File: src/rtl/alu_ctrl_mem_stage.sv
// alu_ctrl_mem_stage
// ALU-control decoder plus MEM stage of the 64-bit LEGv8-style pipeline.
// Decodes ALUOp/opcode into a 4-bit ALU operation, resolves branches,
// accesses a 32 x 64-bit data memory and registers the MEM/WB result.
//
// Ports:
//   clk, rst_n            clock, asynchronous active-low reset
//   alu_op, opcode        decoder inputs (ALUOp, instr[31:21])
//   alu_ctrl, alu_ctrl_err  combinational decode result / undecodable flag
//   instr                 MEM-stage instruction, [4:0] = destination reg
//   branch_target         branch address, passed through combinationally
//   alu_result            ALU result and data-memory byte address
//   store_data            data written on stores
//   zero                  ALU zero flag
//   branch, branch_zero, branch_nonzero  B / CBZ / CBNZ controls
//   mem_read, mem_write, mem_to_reg, reg_write  memory / write-back controls
//   branch_target_out, pc_src  combinational branch outputs
//   reg_write_out, wb_data, wb_reg  registered MEM/WB outputs
module alu_ctrl_mem_stage (
   input  logic        clk,
   input  logic        rst_n,
   input  logic [1:0]  alu_op,
   input  logic [10:0] opcode,
   output logic [3:0]  alu_ctrl,
   output logic        alu_ctrl_err,
   input  logic [31:0] instr,
   input  logic [63:0] branch_target,
   input  logic [63:0] alu_result,
   input  logic [63:0] store_data,
   input  logic        zero,
   input  logic        branch,
   input  logic        branch_zero,
   input  logic        branch_nonzero,
   input  logic        mem_read,
   input  logic        mem_write,
   input  logic        mem_to_reg,
   input  logic        reg_write,
   output logic [63:0] branch_target_out,
   output logic        pc_src,
   output logic        reg_write_out,
   output logic [63:0] wb_data,
   output logic [4:0]  wb_reg
);

   localparam int unsigned XLEN      = 64;
   localparam int unsigned MEM_WORDS = 32;
   localparam int unsigned ADDR_W    = 5;
   localparam int unsigned REG_W     = 5;

   localparam logic [3:0] ALU_AND   = 4'b0000;
   localparam logic [3:0] ALU_ORR   = 4'b0001;
   localparam logic [3:0] ALU_ADD   = 4'b0010;
   localparam logic [3:0] ALU_SUB   = 4'b0110;
   localparam logic [3:0] ALU_PASSB = 4'b0111;
   localparam logic [3:0] ALU_NOR   = 4'b1100;

   logic [XLEN-1:0]   r_mem [MEM_WORDS];
   logic [ADDR_W-1:0] w_addr;
   logic [XLEN-1:0]   w_mem_rdata;
   logic [XLEN-1:0]   w_wb_data;
   logic              w_unused_instr;

   // ALU control decode; unmatched codes fall back to ADD and flag an error
   always_comb begin
      alu_ctrl     = ALU_ADD;
      alu_ctrl_err = 1'b0;
      case (alu_op)
         2'b00: alu_ctrl = ALU_ADD;
         2'b01: alu_ctrl = ALU_PASSB;
         2'b10: begin
            case (opcode)
               11'b10001011000: alu_ctrl = ALU_ADD;
               11'b11001011000: alu_ctrl = ALU_SUB;
               11'b10001010000: alu_ctrl = ALU_AND;
               11'b10101010000: alu_ctrl = ALU_ORR;
               11'b11101010000: alu_ctrl = ALU_NOR;
               default:         alu_ctrl_err = 1'b1;
            endcase
         end
         2'b11: begin
            // I-type opcodes are 10 bits wide; opcode[0] belongs to the immediate
            case (opcode[10:1])
               10'b1001000100: alu_ctrl = ALU_ADD;
               10'b1101000100: alu_ctrl = ALU_SUB;
               10'b1001001000: alu_ctrl = ALU_AND;
               10'b1011001000: alu_ctrl = ALU_ORR;
               default:        alu_ctrl_err = 1'b1;
            endcase
         end
         default: alu_ctrl_err = 1'b1;
      endcase
   end

   // Branch resolution, held off while in reset
   assign pc_src = rst_n & (branch | (branch_zero & zero) | (branch_nonzero & ~zero));
   assign branch_target_out = branch_target;

   // Doubleword index; byte offset and bits above 7 are dropped (256-byte wrap)
   assign w_addr      = alu_result[7:3];
   assign w_mem_rdata = r_mem[w_addr];
   assign w_wb_data   = mem_to_reg ? w_mem_rdata : alu_result;

   // Only the destination field of the instruction is needed here
   assign w_unused_instr = ^instr[31:REG_W];

   // Data memory: cleared by reset, written at the clock edge, read asynchronously
   always_ff @(posedge clk or negedge rst_n) begin
      if (!rst_n) begin
         for (int i = 0; i < MEM_WORDS; i++) begin
            r_mem[i] <= '0;
         end
      end else if (mem_write) begin
         r_mem[w_addr] <= store_data;
      end
   end

   // MEM/WB pipeline register
   always_ff @(posedge clk or negedge rst_n) begin
      if (!rst_n) begin
         reg_write_out <= 1'b0;
         wb_data       <= '0;
         wb_reg        <= '0;
      end else begin
         reg_write_out <= reg_write;
         wb_data       <= w_wb_data;
         wb_reg        <= instr[REG_W-1:0];
      end
   end

endmodule

File: config.mk
export PLATFORM = sky130hd
export DESIGN_NAME = alu_ctrl_mem_stage
export DESIGN_NICKNAME = d
export VERILOG_FILES = /design/src/rtl/alu_ctrl_mem_stage.sv
export SDC_FILE = /design/constraint.sdc
export NUM_CORES = 2
export LEC_CHECK = 0
export BUFFER_PORTS_ARGS = -buffer_cell sky130_fd_sc_hd__buf_2
export CAP_MARGIN = 20
export CORE_AREA = 2 2 419 421
export DETAILED_ROUTE_END_ITERATION = 16
export DIE_AREA = 0 0 421 423
export GPL_TIMING_DRIVEN = 1
export HOLD_SLACK_MARGIN = 0.15
export PLACE_DENSITY_LB_ADDON = 0.2
export SLEW_MARGIN = 30
export SYNTH_ARGS = -nofsm -noshare
export SYNTH_HDL_FRONTEND = slang
export SYNTH_SLANG_ARGS = --single-unit
File: constraint.sdc
create_clock -name clk -period 3.5 [get_ports clk]
set_clock_uncertainty 0.15 [all_clocks]
set_input_delay 0.35 -clock clk [delete_from_list [all_inputs] [get_ports clk]]
set_output_delay 0.35 -clock clk [all_outputs]
set_load 0.02 [all_outputs]
==> results.md <==
- The cell at the root of the clock tree is clkbuf_16.
- Setup repair after global routing left no endpoint under its margin.
- The overall power is 64500 uW.
- In this run the count of I/O pins placed on the die edge is ~390.
- The share of total power in combinational logic is ~15%.
- The critical path starts at alu_result[7].
- The pre-CTS setup slack is around 0.35 ns.
- The peak ir drop on the vdd network is just under 0.0006 V.
- The y dimension of the die is between 400 and 500 um.
- The clock tree from TritonCTS is built.
- The flip-flop cell with the highest count after synthesis is dfrtp_1.
- The first global-routing pass estimated just under 400000 um of wire.
- The final setup violation count is 0.
- The final hold violation count was 0.
- The area growth from synthesis to layout is 13.3%.
- Of all flip-flops after synthesis, the portion carrying an async set or reset was between 90% and 100%.
- The end-of-flow core utilization is between 60% and 70%.
- The global-route total usage across every layer is 29.8%.
- The total number of clock tree sinks is between 2000 and 2500.
- After detailed routing, the average wire length per cell comes to ~30 um.
- The remaining antenna violation count is 0.
- Internal power comes to a little under 50000 uW.
- The per-cell via count in the routed design is about 6.4.
- The static leakage is roughly 0.048 uW.
- The number of max-cap violations is 0.
- Across all setup checks in the final design, the least slack found is around 0.027 ns.
- The floorplan step defined a die boundary enclosing 178000 um^2.
- The number of nets in the final layout is between 6000 and 7000.
- After global routing the overflow that remains totals 0.
- The count of H-tree levels built during CTS is 4.
- The filler cell count is 12800.
- The total wire length is roughly 260000 um.
- The maximum clock frequency is roughly 290 MHz.
- The actual slew at the worst max-slew pin is roughly 0.94 ns.
- Summing over every cut layer, the via total after detailed routing is roughly 56000.
- The net switching fraction of the power is 24.7%.
- The clock latency at the later pin of the worst-skew pair is a little under 0.9 ns.
- Walking the worst path, the cells encountered are dlygate4sd3_1, buf_4, buf_4, nor3_4, buf_12, a22o_1, o41ai_1, dlygate4sd3_1, nand2_1, dlygate4sd3_1.
- The worst setup path is launched from a primary input.
- The startpoint identified for the worst hold timing path is alu_result[23].
- The largest net degree at the start of global routing is about 160.
- For this run, the slowest stage of the critical path takes ~0.61 ns.
- In the layout the commonest cells are dfrtp_1, mux2_2, mux4_2.
- The flow ran to the end, and the final reports show no timing, DRC or antenna violations.
- The number of nets handed over by synthesis was between 6000 and 7000.
- The number of antenna violations at the first check in global routing is 9.
- The initial core utilization is a little over half.
- The violation count after the first detailed-routing iteration is about 4800.
- The critical path is of the primary input to flip-flop type.
- The CTS buffer count is between 200 and 250.
- On the critical path, the stage with the largest delay is an instance of dlygate4sd3_1.
- After synthesis the netlist holds a flip-flop and latch count of around 2100.
- The type of the worst min-delay path is primary input to flip-flop.
- The first-pass iteration count of the detailed router is 7.
- STA classifies the critical path endpoint as a flip-flop.
- The longest clock path from root to sink contains 3 buffers.
- Of the total power, registers draw between 40% and 50%.
- The netlist uses 52 different library cells.
- The number of enable-type register cells in the synthesized netlist is 0.
- Averaged over all synthesized cells, the footprint is 15.7 um^2.
- The number of pins with negative max-slew slack in the final report is 0.
- The required time reported for the critical path endpoint is around 4 ns.
- The core region is ~170000 um^2.
- The data arrival time at the worst-slack endpoint is between 4 and 5 ns.
- The portion of the clock cycle consumed by the worst path in the final layout is 99.2%.
- The number of warnings issued by yosys is 0.
- The share of cells above drive strength 1 is ~49%.
- In the routed design, unresolved DRC markers number 0.
- Along the worst path, the maximum fanout reaches 45.
- Clock-pin slew was measured on the worst setup and hold paths at around 0.060 ns.
- Row generation in the floorplan step produced between 150 and 200 rows.
- Buffers placed on the I/O ports in this run total 230.
- The clock share of power is between 30% and 40%.
- The synthesized netlist cell count is between 6000 and 7000.
- The via count of the first global-routing pass was ~59000.
- The sequential fraction of the synthesis area is 55.7%.
- The register with the most flip-flops in the layout has ~2000 of them.
- The worst register-to-register path begins at r_mem[1861].
- Once detailed placement completed, the half-perimeter wirelength came to 146000 um.
- The sum of negative setup slack is 0 ns.
- The worst slew margin relative to its limit is between 30% and 40%.
- The minimum hold slack is 0.188 ns.
- In this design, the critical path's most frequently occurring cell is dlygate4sd3_1.
- The reported net switching power is roughly 16000 uW.
- The floorplan step set the die width to around 420 um.
- The clock period minus worst slack is 3.47 ns.
- The most frequent standard cell in the layout excluding fill and tap cells is dfrtp_1.
- Routability-driven placement finished with a final weighted congestion of 0.784.
- For this design the ratio of total power to cell area is around 600 nW/um^2.
- The post-synthesis instance area is about 95000 um^2.
[repair_timing]
item / in CTS / in global routing
setup buffers: 0 / 0
gates resized for setup: 0 / 1
hold endpoints to repair: 3848 / 0
hold buffers: 179 / 0
endpoints found under the setup margin: 0 / 1
[final timing paths]
kind / end / slack, ns / cells after the start
hold reg to reg: r_mem[1799] / 0.33 / 1
setup reg to reg: wb_data[5] / 0.57 / 6
hold / removal: wb_data[23] / 0.19 / 4
max in group asynchronous: r_mem[1288] / 1.54 / 5
min in group asynchronous: wb_reg[0] / 0.62 / 4
setup / recovery: wb_data[5] / 0.03 / 10
[per-layer routing]
metal / vias to the layer above / GRT usage (%) / share of wire [%]
li1: 22900 / - / -
met2: 1718 / 48.4 / 48
met4: 8 / 9.93 / 3.4
met5: - / 0.134 / 0.019
met1: 30600 / 41.6 / 43
met3: 466 / 4.38 / 5.2
[through the flow]
| step | instance area, um^2 | cells |
|---|---|---|
| floorplan | 95100 | 6044 |
| global placement | 98800 | 8172 |
| detailed placement | 98800 | 8172 |
| CTS | 108000 | 8744 |
| global route | 108000 | 8744 |
| finish | 108000 | 8750 |
[worst max-delay path: cells and delay by family]
family / cells / cell delay (ns)
buffers and inverters: 6 / 2.74
AND/OR/NAND/NOR: 2 / 0.18
AO/OA/AOI/OAI: 2 / 0.65
[synth_stat cells (49+ instances only)]
cell | n | area (um^2)
mux4_2 | 415 | 9350
mux2_2 | 1909 | 21500
clkbuf_1 | 289 | 1080
mux2_1 | 149 | 1680
a22oi_1 | 152 | 1140
mux2i_1 | 187 | 1870
o221ai_1 | 49 | 429
buf_2 | 152 | 761
buf_4 | 167 | 1250
nor2_1 | 84 | 315
dfrtp_1 | 2118 | 53000
a21oi_1 | 52 | 260
[cell families after synthesis]
family / Yosys count / share of synthesized area (%)
muxes: 2660 / 36.2
DFF: 2118 / 55.7
AOI/OAI and AO/OA: 394 / 3.04
buffers and inverters: 654 / 3.72
and+or+nand+nor: 218 / 1.35
[final cells by class]
| class | count | area [um^2] | share of cell area [%] |
|---|---|---|---|
| Sequential cell | 2118 | 53000 | 49.2 |
| Multi-Input combinational cell | 3272 | 38700 | 35.9 |
| Clock buffer | 333 | 6460 | 6.00 |
| Timing Repair Buffer | 635 | 5950 | 5.52 |
| Tap cell | 2325 | 2910 | 2.70 |
| Clock inverter | 60 | 737 | 0.684 |
| Antenna cell | 6 | 15.0 | 0.0139 |
| Inverter | 1 | 3.75 | 0.00348 |
[power by group through the flow]
stage               clock [uW]  sequential, uW  combinational (uW)
finish                   23300           31500                9640
global route             24700           32000               10400
global placement             0           31500                9150
detailed placement           0           31900                9490
CTS                      23700           31400                9700
floorplan                    0           31200                7300
Note: power is estimated with default switching activity, not from simulation.
